<file path="config.mk">
export PLATFORM = sky130hd
export DESIGN_NAME = wb_write_arbiter
export DESIGN_NICKNAME = d
export VERILOG_FILES = /design/src/rtl/wb_pkg.sv /design/src/rtl/wb_fifo.sv /design/src/rtl/wb_write_arbiter.sv
export SDC_FILE = /design/constraint.sdc
export NUM_CORES = 1
export LEC_CHECK = 0
export CORE_MARGIN = 2
export CORE_UTILIZATION = 46
export CTS_CLUSTER_DIAMETER = 30
export DETAILED_ROUTE_END_ITERATION = 8
export PLACE_DENSITY_LB_ADDON = 0.25
export SLEW_MARGIN = 20
export SYNTH_ARGS = -nofsm -noshare
export SYNTH_HDL_FRONTEND = slang
export SYNTH_HIERARCHICAL = 1
export SYNTH_SLANG_ARGS = --single-unit
</file>
<file path="constraint.sdc">
create_clock -name clk -period 4.2 [get_ports clk]
set_clock_uncertainty 0.2 [all_clocks]
set_input_delay 0.63 -clock clk [delete_from_list [all_inputs] [get_ports clk]]
set_output_delay 0.63 -clock clk [all_outputs]
set_load 0.01 [all_outputs]
</file>
<file path="src/rtl/wb_pkg.sv">
// Shared types and widths for the register-file write-port arbiter.
// Latency: n/a (types only).
// Backpressure: n/a (types only).
package wb_pkg;

  localparam int REG_ADDR_W = 5;
  localparam int DATA_W     = 32;

  // One register-file write: destination and value.
  typedef struct packed {
    logic [REG_ADDR_W-1:0] addr;
    logic [DATA_W-1:0]     data;
  } wb_req_t;

endpackage

</file>
<file path="src/rtl/wb_fifo.sv">
// Small FIFO holding long-latency register writes until the write port is free.
// Latency: an entry pushed on one edge is visible at dout after that edge.
// Backpressure: push is ignored while full, pop is ignored while empty.
module wb_fifo
  import wb_pkg::*;
#(
  parameter int DEPTH = 2
) (
  input  logic    clk,
  input  logic    reset,
  input  logic    push,
  input  logic    pop,
  input  wb_req_t din,
  output wb_req_t dout,
  output logic    full,
  output logic    empty
);

  localparam int PW = (DEPTH > 1) ? $clog2(DEPTH) : 1;

  logic [PW-1:0] wr_ptr;
  logic [PW-1:0] rd_ptr;
  logic [PW:0]   count;
  wb_req_t       mem [DEPTH];

  logic do_push;
  logic do_pop;

  assign full    = (count == (PW+1)'(DEPTH));
  assign empty   = (count == '0);
  assign do_push = push && !full;
  assign do_pop  = pop && !empty;
  assign dout    = mem[rd_ptr];

  // Storage array: written on accepted pushes only, no reset needed.
  always_ff @(posedge clk) begin
    if (do_push) mem[wr_ptr] <= din;
  end

  // Pointers wrap naturally because DEPTH is a power of two; count tracks occupancy.
  always_ff @(posedge clk or negedge reset) begin
    if (!reset) begin
      wr_ptr <= '0;
      rd_ptr <= '0;
      count  <= '0;
    end else begin
      if (do_push) wr_ptr <= wr_ptr + 1'b1;
      if (do_pop)  rd_ptr <= rd_ptr + 1'b1;
      case ({do_push, do_pop})
        2'b10:   count <= count + 1'b1;
        2'b01:   count <= count - 1'b1;
        default: count <= count;
      endcase
    end
  end

endmodule

</file>
<file path="src/rtl/wb_write_arbiter.sv">
// Merges pipeline writeback (fixed priority) with buffered long-latency results onto one register-file write port.
// Latency: pipeline write 1 cycle; long-latency result 2 cycles minimum, +1 per competing pipeline write.
// Backpressure: l_ready drops while the FIFO is full; pipeline has none. Optional busy scoreboard under WB_SCOREBOARD_EN.
module wb_write_arbiter
  import wb_pkg::*;
#(
  parameter int DEPTH = 2
) (
  input  logic                  clk,
  input  logic                  reset,
  input  logic                  p_wr,
  input  logic [REG_ADDR_W-1:0] p_addr,
  input  logic [DATA_W-1:0]     p_data,
  input  logic                  l_valid,
  output logic                  l_ready,
  input  logic [REG_ADDR_W-1:0] l_addr,
  input  logic [DATA_W-1:0]     l_data,
  input  logic                  iss_valid,
  input  logic [REG_ADDR_W-1:0] iss_rd,
  input  logic [REG_ADDR_W-1:0] rs,
  input  logic [REG_ADDR_W-1:0] rt,
  output logic                  busy_rs,
  output logic                  busy_rt,
  output logic                  wr,
  output logic [REG_ADDR_W-1:0] addr3,
  output logic [DATA_W-1:0]     data3
);

  logic    p_win;
  logic    fifo_full;
  logic    fifo_empty;
  logic    fifo_push;
  logic    fifo_pop;
  wb_req_t fifo_in;
  wb_req_t fifo_head;

  // Writes to $0 are dropped on both paths; a dropped pipeline write lets the FIFO pop.
  assign p_win     = p_wr && (p_addr != '0);
  assign l_ready   = !fifo_full;
  assign fifo_push = l_valid && l_ready && (l_addr != '0);
  assign fifo_pop  = !p_win && !fifo_empty;
  assign fifo_in   = '{addr: l_addr, data: l_data};

  wb_fifo #(.DEPTH(DEPTH)) u_fifo (
    .clk   (clk),
    .reset (reset),
    .push  (fifo_push),
    .pop   (fifo_pop),
    .din   (fifo_in),
    .dout  (fifo_head),
    .full  (fifo_full),
    .empty (fifo_empty)
  );

  // Output register: pipeline first, then FIFO head; address and data hold when idle.
  always_ff @(posedge clk or negedge reset) begin
    if (!reset) begin
      wr    <= 1'b0;
      addr3 <= '0;
      data3 <= '0;
    end else if (p_win) begin
      wr    <= 1'b1;
      addr3 <= p_addr;
      data3 <= p_data;
    end else if (fifo_pop) begin
      wr    <= 1'b1;
      addr3 <= fifo_head.addr;
      data3 <= fifo_head.data;
    end else begin
      wr    <= 1'b0;
    end
  end

`ifdef WB_SCOREBOARD_EN
  logic [31:0] busy;
  logic [31:0] busy_next;

  // Clear on pop of a matching entry, then set on issue so a same-cycle issue wins; bit 0 never set.
  always_comb begin
    busy_next = busy;
    if (fifo_pop) busy_next[fifo_head.addr] = 1'b0;
    if (iss_valid && (iss_rd != '0)) busy_next[iss_rd] = 1'b1;
    busy_next[0] = 1'b0;
  end

  // Scoreboard state.
  always_ff @(posedge clk or negedge reset) begin
    if (!reset) busy <= '0;
    else        busy <= busy_next;
  end

  assign busy_rs = (rs != '0) && busy[rs];
  assign busy_rt = (rt != '0) && busy[rt];
`else
  logic unused_sb;
  assign unused_sb = ^{iss_valid, iss_rd, rs, rt};
  assign busy_rs   = 1'b0;
  assign busy_rt   = 1'b0;
`endif

endmodule

</file>
==> results.txt, run 1 <==
Once detail routing completed, the nets flagged for antenna violations numbered 0. The final route contains 2695 vias. At the pin with the least slew margin, the transition time is 0.9770 ns.

For the maximum clock rate, the log shows 381.9 MHz. In this run, post-CTS repair resized a total of 0 instances. The clock transition at the registers of the reported paths is 0.05 ns. The run gives 4 as the count of H-tree levels built during CTS.

The setup violation total in the final timing report is 0, and the initial DRC count is 70. TritonCTS built the clock tree. After layout, the worst setup slack is 1.581 ns. The post-route minimum period works out to 2.619 ns.

The tools report the buffer count from post-CTS setup fixing as 0. After detailed routing, the average wire length per cell comes to 16.59 um. The logs give 0 for the number of max-capacitance violations reported and 47.19% for the initial core utilization.

Detailed routing placed a total of 4.519 mm of wire on met2. Total design power: 4628 uW. The leading cell type in the layout, fill and taps excluded is clkdlybuf4s50_1. The detailed-route DRC error count was 0. Biggest area consumer among synthesized cells: edfxtp_1. The logs give 0.006714 mm2 for the area of all placed cells without fillers and 135 for the total I/O pin count. Setup repair after global routing left no endpoint under its margin. Of the total synthesized cell area, the portion taken by full adders, half adders and majority gates is 0.2580%. For this run, the register share of the synthesized area comes to 67.49%. For the post-route met1 wirelength, the log shows 3.855 mm. For the worst-skew pair, the clock arrives at the later sink with an insertion delay of 0.50 ns.

During synthesis, Yosys emitted a total of 6 warnings. In the detailed route, the total length drawn on met3 is 531 um. For this run, the total global-route usage over all layers was measured as 17.04%.

After synthesis the netlist holds a flip-flop and latch count of 116. The peak ir drop on the vdd network was 0.0003205 V. The number of enable-type register cells in the synthesized netlist was 74.

Worst min-delay path class: primary input to async pin. Entering global routing, the biggest net connects 43 pins. Multiplexer cells account for 26.03% of the synthesized area. A synthesized cell averages 18.03 um2.

For the worst flop-to-flop path, the logic depth is 7. The tools report the post-DP HPWL as 5.615 mm. The worst setup path is captured at an output pin.

Hold repair after CTS inserted 0 buffers. The flow ran to the end, and the final reports show no timing, DRC or antenna violations. The synthesized-area fraction occupied by and/or/nand/nor cells is 1.651%. The longest clock path from root to sink contains 2 buffers. Total inserted antenna cells: 0. The die covers 0.01138 mm2.

Once placement finished, the instance area stood at 0.006140 mm2. TritonCTS created 17 clock buffers. The synthesized instance count was 269; the final total negative setup slack was 0 ns.

The cell area power density came out at 689.3 mW/mm2. The critical path is of the flop to output pin type. For the worst setup path, the data arrival time is 1.79 ns. The share of synthesized area in the top cell type comes to 45.82%. The initialized floorplan defines 37 standard-cell rows. The number of pins with negative max-slew slack in the final report was 0; the xor-xnor portion of the synthesized cell area was 0.9030%. The remaining global-route overflow was 0; the overall routed net length was 9.027 mm. The ratio of cells with drive above 1 in the final layout is 34.56%. CTS saw 116 sinks.

Summing the areas of all compound-gate instances in the mapped netlist gives 1.213% of the synthesized area. Initial antenna violation count: 0. Ratio of final minimum period to clock period: 62.35%. After the last flow step, the layout net total stands at 490. The buffer cell driving the clock tree root is clkbuf_8. The congestion estimate from routability-driven global placement came to 0.6774. The total area inside the core boundary comes to 0.01028 mm2.

By area the synthesized netlist is led by edfxtp_1 46%, dfrtp_1 22%, mux2_2 19%. Measured against its own limit, the worst slew margin works out to 34.86%. Before antenna repair, the detailed router went through 4 iterations.

The highest layer touched by signal routing is met4. Input and output buffers added on the ports amount to 116. The main combinational cell family by area after synthesis was multiplexers. Summed over all cells, the static leakage comes to 0.002527 uW.

In the synthesized netlist the async set-or-reset flop fraction comes to 36.21%. Along the worst path, the maximum fanout reaches 4. The netlist area before placement is 0.004850 mm2. The via count of the first global-routing pass was 2869. STA classifies the critical path startpoint as a flop.

From left edge to right edge, the die measures 106.7 um. For this run, the leading register cell type out of synthesis is edfxtp_1. The first global-routing pass estimated 14.40 mm of wire. Count of distinct cell types in the synthesized netlist: 26. In the layout the commonest cells are 115 x clkdlybuf4s50_1, 81 x mux2_2, 74 x edfxtp_1.

Required time of the worst setup path: 3.37 ns. OpenSTA, run right after detailed placement, puts the worst setup slack at 1.188 ns. Using the TritonRoute via totals, the vias-per-cell ratio works out to 4.954. The count of endpoints failing hold in the final timing report is 0, and the overall die height is 106.7 um. From synthesis to final layout, the design area changed by 38.44%.
[through the flow]
| step | hold slack, ns | utilization (%) | cells |
|---|---|---|---|
| after floorplan | 0.1344 | - | 270 |
| after global placement | 0.3280 | 59.47 | 511 |
| after detailed placement | 0.3362 | 59.74 | 512 |
| after CTS | 0.03478 | 65.30 | 544 |
| after global routing | 0.05309 | 65.33 | 544 |
| final | 0.02750 | 65.33 | 544 |
[kinds of logic after synthesis]
group	Yosys count
fa+ha+maj	1
flops	116
compound gates	8
xor+xnor	5
buf+inv	16
other cells	1
simple gates	16
mux	106
[state kept, by name, summed over array words and instances, names as in the netlist]
name and flops:
data3 32, u_fifo/count 2, u_fifo/rd_ptr 1, u_fifo/mem 74, u_fifo/wr_ptr 1, wr 1, addr3 5
[report_power, final]
part | leakage, uW | total (uW) | internal [uW] | switching (uW)
clock network | 0.000287 | 1370 | 907 | 467
registers | 0.00117 | 1800 | 1580 | 218
logic | 0.00107 | 1450 | 920 | 531
[worst paths after layout]
kind | startpoint | to | slack, ns
setup / recovery | u_fifo/count[0] | l_ready | 1.58
hold / removal | reset | data3[27] | 0.03
setup reg to reg | u_fifo/count[0] | u_fifo/mem[0][9] | 1.77
hold reg to reg | u_fifo/count[1] | u_fifo/count[1] | 0.35
max in group asynchronous | reset | u_fifo/rd_ptr | 3.32
min in group clk | u_fifo/count[1] | u_fifo/count[1] | 0.35
[cell usage after synthesis (2+ instances only)]
cell / n
xnor2_1: 3
mux2i_1: 5
buf_6: 6
mux2_4: 20
nand2_1: 7
buf_4: 2
clkbuf_1: 3
o21ai_0: 5
nor2_1: 4
xor2_1: 2
edfxtp_1: 74
inv_1: 2
buf_2: 2
mux2_2: 81
dfrtp_1: 42
[cell type report]
| type | instances | area [um2] |
|---|---|---|
| fill | 750 | 3563 |
| tap | 136 | 170.2 |
| inverter | 2 | 7.507 |
| timing repair buffer | 120 | 1206 |
| multi-input combinational | 138 | 1481 |
| clock buffer | 20 | 435.4 |
| sequential | 116 | 3277 |
| clock inverter | 12 | 136.4 |
[worst max-delay path, stage by stage, from the launching register on]
cell	delay (ns)
dfrtp_1	0.44
nand2b_1	0.18
inv_1	0.05
inv_1	0.08
clkdlybuf4s50_1	0.54
[metal layers]
layer | vias to the layer above | track usage [%]
met4 | 0 | 6.494
met5 | - | 0
met2 | 91 | 28.89
li1 | 1259 | -
met3 | 12 | 6.018
met1 | 1333 | 19.89
Power figures use the tool's default switching activity.
==> run 2: changes to the inputs <==
Clock period 4.2 ns to 2.7 ns, I/O delays scaled along.
==> run 2 against run 1 <==
Against the previous run: worst setup slack got worse by 1.2 ns; sequential share of layout area decreased by 1.8 points; die area unchanged; global-route usage increased by 0.66 points; clock power increased by 82%; final area increased by 3.7%; largest cell class unchanged; clock-buffer cell count unchanged.
==> results.txt, run 2 (same netlist as run 1, synthesis figures left out) <==
The clock transition at the registers of the reported paths is 0.06 ns. Number of instances on the worst hold path: 1. The post-DP HPWL was 6.077 mm; the logic gate share of total power was 32.5%. For the initial DRC count, the log shows 52. Including well taps, the total number of placed cells is 527. In this run the critical register-to-register path is captured at data3[6]. In this run the clock root is driven by a clkbuf_8.

The finished layout holds 561 standard cells, fillers aside. The most critical setup path has its startpoint at u_fifo/count[1]. The largest fanout of any net on the critical path was 3. Buffers added to address setup during post-CTS repair amount to 0. The worst register-to-register path has a setup slack of 0.58 ns. In this run the horizontal extent of the chip is 106.7 um.

The combined flip-flop and latch cell area was 0.003274 mm2; the maximum number of pins on one net before global-route repair was 39. Final hold analysis gives a worst-case slack of 0.2765 ns. STA classifies the critical path endpoint as an output pin. For the clock network fraction of design power, the log shows 32.6%.

0 antenna diodes ended up in the layout. The clock net in this run drives a total of 116 sinks. After detailed routing, the average wire length per cell comes to 16.97 um. For this run, the detailed router's first-pass iteration total came to 4.

Buffers inserted during clock tree synthesis total 17. Sequential cells account for 34.9% of the total power. Data on the critical path arrives at its endpoint at 1.71 ns. After layout, the worst path uses 85.81% of the clock period. 135 I/O pins were placed. For the hold buffer count at cts, the log shows 1. On the worst path, the slowest cell contributes a delay of 0.53 ns. The register with the most flip-flops in the layout has 74 of them. Kind of critical path: flop to output pin.

The number of nets at the end of the flow came out at 507. The number of pins with negative max-slew slack in the final report came out at 0. The top cell types in the final layout, fill and taps aside, are 115 x clkdlybuf4s50_1, 81 x mux2_2, 74 x edfxtp_1. At the worst endpoint, the required time is 2.10 ns. The post-route minimum period was 2.317 ns. The ratio of cells with drive above 1 in the final layout works out to 37.65%. The logs give 0 for the initial antenna violation count and 0.01028 mm2 for the placeable core region. The layout has 726 filler cells. The largest register by flop count is u_fifo/mem.

For this run, design rule violations remaining after detail routing come to 0. By instance count, the cell type seen most on the critical path is inv_1. The tools report the startpoint of the most critical register-to-register path as u_fifo/count[0]. VDD sags by at most 0.0006121 V.

The overall fraction of global-route tracks in use came out at 17.70%. The die is 106.7 um tall. The tools report the worst min-delay path endpoint as u_fifo/mem[1][4].

Buffers placed on the I/O ports in this run total 116. The global-route wire length before repair is 14.90 mm. The sort of element at the start of the critical path is a flop. The site row count is 37.

For this run, the top clock speed supported by timing is 431.6 MHz. The clock latency on the worst-skew pair was 0.51 ns; the actual slew at the worst max-slew pin was 0.9613 ns. The die covers 0.01138 mm2. The setup violation total in the final timing report is 0, and the final weighted congestion of routability-driven global placement is 0.7232. Measured in cells, the most critical reg-to-reg path has a length of 5. In the final layout, the registers with the most flip-flops are u_fifo/mem: 74 flops, data3: 32 flops, addr3: 5 flops.

After detailed routing, the number of vias per cell comes to 4.954. After clock tree synthesis, the repair step resized 0 gates. Dividing total power by cell area gives a power density of 1103 mW/mm2. The longest clock path from root to sink contains 2 buffers. Once the floorplan was initialized, standard cells occupied 47.19% of the core. Static power due to leakage: 0.002649 uW. The tools report the via count of the first global-routing pass as 3003.

Leaving out fill and tap cells, the most frequent cell in the layout is clkdlybuf4s50_1. Highest-delay cell along the critical path: clkdlybuf4s50_1. Headroom to the max-slew limit came out at 35.91%. Cell internal power was estimated by the tool at 5708 uW. TritonCTS built the clock tree. In this run the worst hold path is classified as primary input to flop. The net switching component of the power came out at 1968 uW.

The total overflow left after global routing is 0. For the overall routed net length, the log shows 9.519 mm. The tool flagged a number of max-cap violations equal to 0. The H-tree generated during clock tree synthesis spans 4 levels. The area occupied by multi-input gates came out at 0.001481 mm2. Startpoint of the tightest hold check path: l_data[4].

The count of nets left with antenna violations once routing finished came out at 0. Of the total power, the share spent switching nets is 25.64%. The detailed router placed 2779 vias in this run. Walking the worst path, the cells encountered are nand2b_1, inv_1, inv_1, clkdlybuf4s50_1. Setup repair after global routing left no endpoint under its margin. The flow ran to the end, and the final reports show no timing, DRC or antenna violations.

The area growth from synthesis to layout is 43.50%. Count of endpoints failing hold in the final timing report: 0.
run 2: how the worst max path moves through the flow:
stage               slack, ns                end
global placement        -0.03   u_fifo/mem[0][3]
detailed placement      -0.07   u_fifo/mem[0][8]
floorplan                0.18   u_fifo/mem[0][0]
finish                   0.38            l_ready
global route             0.29            l_ready
CTS                      0.21  u_fifo/mem[0][30]
run 2: worst max-delay path: cells and delay by family, from the launching register on:
| family | cells | cell delay [ns] |
|---|---|---|
| buffers and inverters | 3 | 0.65 |
| DFF | 1 | 0.42 |
| and+or+nand+nor | 1 | 0.14 |
run 2: cell type report:
cell class / count / area share [%]
clock buffers: 20 / 6.401
clock inverters: 12 / 3.254
inverters: 2 / 0.1079
multi-input cells: 138 / 21.29
flip-flops and latches: 116 / 47.05
well taps: 136 / 2.445
repair buffers: 137 / 19.45
run 2: metal layers:
metal	up-vias	GRT usage, %	part of all wire (%)
met4	0	6.401	0.83
met1	1387	20.51	42
met5	-	0	0
met3	7	6.930	7.3
met2	91	29.85	50
li1	1294	-	-
run 2: power by group through the flow:
stage / clock (uW) / sequential (uW) / combinational [uW]
2_1_floorplan: 0 / 2770 / 1460
3_3_place_gp: 0 / 2690 / 2440
3_5_place_dp: 0 / 2710 / 2480
4_1_cts: 2560 / 2690 / 2510
5_1_grt: 2640 / 2740 / 2680
6_report: 2500 / 2680 / 2490
run 2: per-stage QoR:
step	power (uW)	instance area (um2)	setup WS, ns	setup TNS (ns)	util (%)
floorplan	4224	4856	0.1809	0	-
finish	7677	6959	0.3832	0	67.71
CTS	7764	6939	0.2074	0	67.52
detailed placement	5196	6257	-0.07457	-2.658	60.88
global placement	5126	6257	-0.03375	-1.157	60.88
global route	8056	6959	0.2852	0	67.71
